[src/rtl/if_id_pkg.sv]
// Shared definitions for the IF/ID stage: MIPS field positions, the NOP default,
// the held {instr, pc} entry type and the PC increment helper.
package if_id_pkg;

    localparam int DATA_W = 32;

    localparam logic [31:0] NOP_INSTR_DEF = 32'h0000_0000;

    localparam int OPCODE_MSB = 31;
    localparam int OPCODE_LSB = 26;
    localparam int RS_MSB     = 25;
    localparam int RS_LSB     = 21;
    localparam int RT_MSB     = 20;
    localparam int RT_LSB     = 16;
    localparam int RD_MSB     = 15;
    localparam int RD_LSB     = 11;
    localparam int SHAMT_MSB  = 10;
    localparam int SHAMT_LSB  = 6;
    localparam int FUNCT_MSB  = 5;
    localparam int FUNCT_LSB  = 0;
    localparam int IMM_MSB    = 15;
    localparam int IMM_LSB    = 0;
    localparam int JADDR_MSB  = 25;
    localparam int JADDR_LSB  = 0;

    typedef struct packed {
        logic [31:0] instr;
        logic [31:0] pc;
    } if_id_t;

    // Wraps modulo 2^32 by construction.
    function automatic logic [31:0] pc_plus4(input logic [31:0] pc);
        return pc + 32'd4;
    endfunction

endpackage

[src/rtl/if_id_skid_buf.sv]
// Two-entry (main + skid) valid/ready buffer of if_id_t with flush; in_ready is registered.
module if_id_skid_buf
    import if_id_pkg::*;
#(
    parameter if_id_t RESET_DATA = '0
) (
    input  logic   clk,
    input  logic   rst_n,
    input  logic   flush,
    input  if_id_t flush_data,
    input  logic   in_valid,
    output logic   in_ready,
    input  if_id_t in_data,
    output logic   out_valid,
    input  logic   out_ready,
    output if_id_t out_data
);

    logic   main_valid_r, skid_valid_r, in_ready_r;
    if_id_t main_data_r, skid_data_r;
    logic   main_valid_s, skid_valid_s;
    if_id_t main_data_s, skid_data_s;
    logic   accept_s, pop_s;

    // Next-state for both entries; accept implies the skid is empty.
    always_comb begin
        accept_s     = in_valid & in_ready_r;
        pop_s        = main_valid_r & out_ready;
        main_valid_s = main_valid_r;
        skid_valid_s = skid_valid_r;
        main_data_s  = main_data_r;
        skid_data_s  = skid_data_r;
        if (flush) begin
            main_valid_s = 1'b0;
            skid_valid_s = 1'b0;
            main_data_s  = flush_data;
        end else if (pop_s && skid_valid_r) begin
            main_data_s  = skid_data_r;
            skid_valid_s = 1'b0;
        end else if (accept_s && (pop_s || !main_valid_r)) begin
            main_valid_s = 1'b1;
            main_data_s  = in_data;
        end else if (accept_s) begin
            skid_valid_s = 1'b1;
            skid_data_s  = in_data;
        end else if (pop_s) begin
            main_valid_s = 1'b0;
        end else begin
            main_valid_s = main_valid_r;
        end
    end

    // Entry and handshake registers.
    always_ff @(posedge clk or negedge rst_n) begin
        if (!rst_n) begin
            main_valid_r <= 1'b0;
            skid_valid_r <= 1'b0;
            in_ready_r   <= 1'b1;
            main_data_r  <= RESET_DATA;
            skid_data_r  <= RESET_DATA;
        end else begin
            main_valid_r <= main_valid_s;
            skid_valid_r <= skid_valid_s;
            in_ready_r   <= ~skid_valid_s;
            main_data_r  <= main_data_s;
            skid_data_r  <= skid_data_s;
        end
    end

    assign in_ready  = in_ready_r;
    assign out_valid = main_valid_r;
    assign out_data  = main_data_r;

endmodule

[src/rtl/if_id_stage.sv]
// IF/ID pipeline register with MIPS field split and flush.
// Define IF_ID_SKID_EN for a 2-entry skid buffer with registered in_ready.
module if_id_stage
    import if_id_pkg::*;
#(
    parameter int          DATA_W    = 32,
    parameter logic [31:0] NOP_INSTR = NOP_INSTR_DEF
) (
    input  logic              clk,
    input  logic              rst_n,
    input  logic              in_valid,
    output logic              in_ready,
    input  logic [DATA_W-1:0] in_instr,
    input  logic [DATA_W-1:0] in_pc,
    input  logic              flush,
    output logic              out_valid,
    input  logic              out_ready,
    output logic [DATA_W-1:0] out_pc,
    output logic [DATA_W-1:0] out_pc_plus4,
    output logic [5:0]        out_opcode,
    output logic [4:0]        out_rs,
    output logic [4:0]        out_rt,
    output logic [4:0]        out_rd,
    output logic [4:0]        out_shamt,
    output logic [5:0]        out_funct,
    output logic [15:0]       out_imm16,
    output logic [25:0]       out_jaddr
);

    localparam if_id_t RESET_DATA = '{instr: NOP_INSTR, pc: 32'h0000_0000};

    if_id_t held_s;
    logic   valid_s;
    if_id_t in_data_s;

    assign in_data_s = '{instr: in_instr, pc: in_pc};

`ifdef IF_ID_SKID_EN
    if_id_t flush_data_s;

    assign flush_data_s = '{instr: NOP_INSTR, pc: held_s.pc};

    if_id_skid_buf #(
        .RESET_DATA (RESET_DATA)
    ) u_skid (
        .clk        (clk),
        .rst_n      (rst_n),
        .flush      (flush),
        .flush_data (flush_data_s),
        .in_valid   (in_valid),
        .in_ready   (in_ready),
        .in_data    (in_data_s),
        .out_valid  (valid_s),
        .out_ready  (out_ready),
        .out_data   (held_s)
    );
`else
    logic   valid_r, valid_n_s;
    if_id_t held_r, held_n_s;

    assign in_ready = ~valid_r | out_ready;

    // Next-state: flush beats accept, accept beats drain.
    always_comb begin
        valid_n_s = valid_r;
        held_n_s  = held_r;
        if (flush) begin
            valid_n_s      = 1'b0;
            held_n_s.instr = NOP_INSTR;
        end else if (in_valid && in_ready) begin
            valid_n_s = 1'b1;
            held_n_s  = in_data_s;
        end else if (valid_r && out_ready) begin
            valid_n_s = 1'b0;
        end else begin
            valid_n_s = valid_r;
        end
    end

    // Single holding register.
    always_ff @(posedge clk or negedge rst_n) begin
        if (!rst_n) begin
            valid_r <= 1'b0;
            held_r  <= RESET_DATA;
        end else begin
            valid_r <= valid_n_s;
            held_r  <= held_n_s;
        end
    end

    assign valid_s = valid_r;
    assign held_s  = held_r;
`endif

    assign out_valid    = valid_s;
    assign out_pc       = held_s.pc;
    assign out_pc_plus4 = pc_plus4(held_s.pc);
    assign out_opcode   = held_s.instr[OPCODE_MSB:OPCODE_LSB];
    assign out_rs       = held_s.instr[RS_MSB:RS_LSB];
    assign out_rt       = held_s.instr[RT_MSB:RT_LSB];
    assign out_rd       = held_s.instr[RD_MSB:RD_LSB];
    assign out_shamt    = held_s.instr[SHAMT_MSB:SHAMT_LSB];
    assign out_funct    = held_s.instr[FUNCT_MSB:FUNCT_LSB];
    assign out_imm16    = held_s.instr[IMM_MSB:IMM_LSB];
    assign out_jaddr    = held_s.instr[JADDR_MSB:JADDR_LSB];

endmodule

[config.mk]
export PLATFORM = sky130hd
export DESIGN_NAME = if_id_stage
export DESIGN_NICKNAME = d
export VERILOG_FILES = /design/src/rtl/if_id_pkg.sv /design/src/rtl/if_id_skid_buf.sv /design/src/rtl/if_id_stage.sv
export SDC_FILE = /design/constraint.sdc
export NUM_CORES = 1
export LEC_CHECK = 0
export ABC_CLOCK_PERIOD_IN_PS = 4900
export CAP_MARGIN = 20
export CORE_MARGIN = 2
export CORE_UTILIZATION = 39
export DETAILED_ROUTE_END_ITERATION = 8
export HOLD_SLACK_MARGIN = 0.08
export PLACE_DENSITY = 0.95
export SYNTH_ARGS = -nofsm -noshare
export SYNTH_HDL_FRONTEND = slang
export SYNTH_SLANG_ARGS = --single-unit
[constraint.sdc]
create_clock -name clk -period 4.9 [get_ports clk]
set_input_delay 0.98 -clock clk [delete_from_list [all_inputs] [get_ports clk]]
set_output_delay 0.98 -clock clk [all_outputs]
set_load 0.005 [all_outputs]
# Yosys cells after proc, flatten, opt, wreduce, memory -nomap -nowiden
# Cells that the tools add are included.
dict set report classes {
  n_reduce_logical 5
  n_lt_le_gt_ge 0
  addsub 1
  shifts 0
  n_bitwise 3
  mul 0
  n_eq_ne 0
  div_mod_pow 0
  n_mux 5
}
# operator n
set op_table {}
lappend op_table {{64-bit 2-to-1 mux} 1}
lappend op_table {{32-bit by 3-bit adder with 32-bit output (second input constant)} 1}
lappend op_table {{32-bit 2-to-1 mux} 1}
lappend op_table {{1-bit 2-to-1 mux} 3}
lappend op_table {{3-bit nonzero test} 1}
lappend op_table {{1-bit logical AND} 2}
lappend op_table {{1-bit inverter} 2}
lappend op_table {{2-bit AND reduction} 1}
lappend op_table {{2-bit nonzero test} 1}
lappend op_table {{1-bit OR} 1}
dict set report word_totals {
  rom_bits 0
  n_memories 0
  reg_bits 65
  inputBits 69
  mem_bits_rw 0
  latch_bits 0
}

# Longest topological paths before layout
dict set report depth {
  ltp_word 5
  ltp_mapped 5
}

# Worst setup path before layout
# No wires, ideal clock.
dict set report synth_path {
  path_kind {register to output}
  start {register held_r (netlist bit out_pc[2])}
  end {output out_pc_plus4[28]}
  setup_slack_ns 2.461
  n_path_buf 0
  path_stages_with_launch 6
  arrival_ns 1.459
  path_cell_list {dfrtp_1 ha_1 nand3_1 nor4_4 nand4_1 xnor2_1}
}
dict set report synth_between {
  elab_chain_cells 1
}
# element line_no
set synth_lines {}
lappend synth_lines {{start: declaration} if_id_stage.sv:59} ;# if_id_t held_r, held_n_s;
lappend synth_lines {{start signal: assignment} if_id_stage.sv:87} ;# held_r <= held_n_s;
lappend synth_lines {{32-bit by 3-bit adder with 32-bit output} if_id_pkg.sv:33} ;# return pc + 32'd4;
lappend synth_lines {{end: declaration} if_id_stage.sv:19} ;# output logic [DATA_W-1:0] out_pc_plus4,
# No other way between the ends.

# Worst setup path in the final report
# Ends and elaborated chain as after synthesis.

==> results.cfg <==
[outcome]
status = completed

[power]
power.leakage_nw = 2.17
p_sw_share_pct = 26.9
irDropWorstVdd_mv = 0.134
pwr-share-comb_pct = 30.4
p_clk_share_pct = 27.6
power.internal_w = 0.00119
p_seq_share_pct = 42.0
power.switching_w = 0.000438
power_density_mw_per_mm2 = 308

[floorplanning]
die_h_um = 94.9
die_w_um = 94.9
core_sq_mm = 0.00809
die-area_sq_mm = 0.00900
ios = 209
start_util_pct = 39.8
num_rows = 33

[drt]
drcViolationCount = 0
vias = 2646
antenna_left = 0
wl_um = 8810
drtIter0Drc = 53
detail_route.first_pass.iterations = 4
detail_route.vias_per_cell = 4.86
wire_per_inst_um = 16.2

[worst_setup_path]
cp-start-kind = flop
cpMaxStageDelayCell = clkdlybuf4s50_1
critical-path-top-delay-family = simple AND/OR/NAND/NOR gates
cp_max_fo = 8
r2r-end = out_pc[16]$_DFFE_PN0P_
reg2reg_depth = 5
slowest_delay_ns = 0.52
crit_chain = ha_1, nand3_1, nor4_4, nand4_1, xnor2_1, clkdlybuf4s50_1
required_ns = 3.92
path_buf_inv = 1
cp-end-kind = output pin
crit_type = reg -> out
r2r_slack_ns = 3.03
cp.arrival_ns = 2.61
r2r-start = out_valid$_DFFE_PN0P_

[placed_design]
hpwl_um = 6620
dp.cells = 529
place_congestion = 0.845
port_buffers = 208

[synth]
synth_area_sq_mm = 0.00322
ys_ff_latch = 65
yosysTopAreaCell = dfrtp_1
synthTopCellsByArea = dfrtp_1 51%, buf_4 10%, mux2_2 9.4%
synth_top_cell_area_share_pct = 50.5
syn_nets = 336
ys_warn_count = 0
yosysSeqAreaShare_pct = 50.5
syn_avg_cell_area_sq_um = 12.1
ys_types = 24
synth_cells = 266

[min_path]
hold_path_end = out_opcode[4]$_DFFE_PN0P_
hp-class = reg -> reg
min_path_cells = 1
hold_path.startpoint = out_opcode[4]$_DFFE_PN0P_

[grt]
grt_use_total_pct = 19.2
grt_pass1_wl_um = 13300
antenna_found_initial = 0
overflow = 0
grt_start_max_net_pins = 66
grt_pass1_vias = 2723

[clock_tree]
cts_sinks = 65
htree_levels = 3
cts_root_buffer = clkbuf_8
clock_path_buffers = 2
clkTransAtPathRegs_ns = 0.07
clk-insertion-delay-late_ns = 0.32
cts_resized = 0
cts-buffers-inserted = 9
cts_post_setup_buffers_inserted = 0
cts_tree = done
postCtsHoldBufs = 0

[finish]
post-route-util_pct = 65.4
finalNetCount = 505
layout-drive-gt1-share_pct = 11.8
stdcell_count = 545
syn_to_final_growth_pct = 64.2
num_antenna_cells = 0

[sta]
report.final.slew_viol_count = 0
fin_tns_setup_ns = 0
worst_clock_skew_ns = 0.00545
tightest_slew_ns = 0.818
max-slew-margin-rel_pct = 45.5
hold-worst-slack_ns = 0.520
fmax_ghz = 0.278
rsz0062_at_grt = false
hold_viol = 0
final-setup-viol-count = 0
min_period_ns = 3.59
period_share_pct = 73.3

[flow_run]
drv_cap = 0
## cells by family (layout without fill, tap and decap cells)
kind of cell,count (synthesis),after routing,synth area share [%]
flops,65,65,50.5
buf+inv,57,231,11.9
simple gates,49,49,9.40
compound gates,34,34,9.01
mux,32,32,11.2
xor+xnor,28,28,7.61
fa+ha+maj,1,1,0.388
## layer usage
layer | vias to the layer above | GRT usage, % | wire (um)
li1 | 1234 | - | -
met1 | 1264 | 21.6 | 3360
met2 | 128 | 34.0 | 4520
met3 | 20 | 5.35 | 700
met4 | 0 | 8.33 | 224
met5 | - | 0 | 0
## cell usage after synthesis
master and count:
nor3_1 1, nand3_1 13, nand4_4 1, dfrtp_1 65, nand2_1 11, nand4_2 1
a22o_1 32, nor2_2 1, and4_1 2, nand2b_1 1, xnor2_1 22, xor2_1 6
ha_1 1, mux2_1 5, clkbuf_1 6, nand4_1 6, buf_2 3, a21oi_1 2
and3_1 4, nor2_1 6, buf_4 44, nor4_4 2, mux2_2 27, inv_1 4
## layout make-up
cell class	instances	area, sq um
sequential	65	1630
multi-input combinational	144	1220
clock buffer	11	141
tap	105	131
fill	630	2800
timing repair buffer	211	2100
clock inverter	5	55.1
inverter	4	15.0
## power by group through the flow
stage / registers [W] / clock network (W) / logic [W]
2_1_floorplan: 0.000683 / 0 / 0.000170
3_3_place_gp: 0.000686 / 0 / 0.000489
3_5_place_dp: 0.000693 / 0 / 0.000500
4_1_cts: 0.000684 / 0.000463 / 0.000502
5_1_grt: 0.000695 / 0.000492 / 0.000530
6_report: 0.000683 / 0.000450 / 0.000495
## placed cells by master, fill, tap and decap left out
| cell | count |
|---|---|
| a21oi_1 | 1 |
| a21oi_2 | 1 |
| a22o_1 | 32 |
| and3_1 | 4 |
| and4_1 | 2 |
| buf_2 | 1 |
| buf_4 | 3 |
| bufinv_16 | 1 |
| clkbuf_1 | 1 |
| clkbuf_8 | 10 |
| clkdlybuf4s50_1 | 207 |
| clkinv_2 | 2 |
| clkinvlp_4 | 2 |
| dfrtp_1 | 65 |
| ha_1 | 1 |
| inv_1 | 4 |
| mux2_1 | 5 |
| mux2_2 | 27 |
| nand2_1 | 11 |
| nand2b_1 | 1 |
| nand3_1 | 13 |
| nand4_1 | 6 |
| nand4_2 | 1 |
| nand4_4 | 1 |
| nor2_1 | 6 |
| nor2_4 | 1 |
| nor3_1 | 1 |
| nor4_4 | 2 |
| xnor2_1 | 22 |
| xor2_1 | 6 |
## registers in the layout (all words and copies together), names as in the netlist
| name | count |
|---|---|
| out_valid | 1 |
| out_imm16 | 10 |
| out_pc | 32 |
| out_jaddr | 10 |
| out_funct | 6 |
| out_opcode | 6 |
## through the flow
stage               setup WS, ns  cell area, sq um  total power [W]
finish                      1.31              5290          0.00163
global route                1.15              5290          0.00172
CTS                         1.30              5290          0.00165
floorplan                   2.46              3220         0.000853
detailed placement          1.65              5090          0.00119
global placement            1.75              5090          0.00117
## how the worst max path moves through the flow
stage | startpoint | endpoint | slack (ns) | cells past startpoint
CTS | out_pc[2]$_DFFE_PN0P_ | out_pc_plus4[28] | 1.30 | 6
global route | out_pc[2]$_DFFE_PN0P_ | out_pc_plus4[28] | 1.15 | 6
floorplan | out_pc[2]$_DFFE_PN0P_ | out_pc_plus4[28] | 2.46 | 5
global placement | out_pc[2]$_DFFE_PN0P_ | out_pc_plus4[28] | 1.75 | 6
detailed placement | out_pc[2]$_DFFE_PN0P_ | out_pc_plus4[18] | 1.65 | 6
finish | out_pc[2]$_DFFE_PN0P_ | out_pc_plus4[28] | 1.31 | 6
Note: power is estimated with default switching activity, not from simulation.
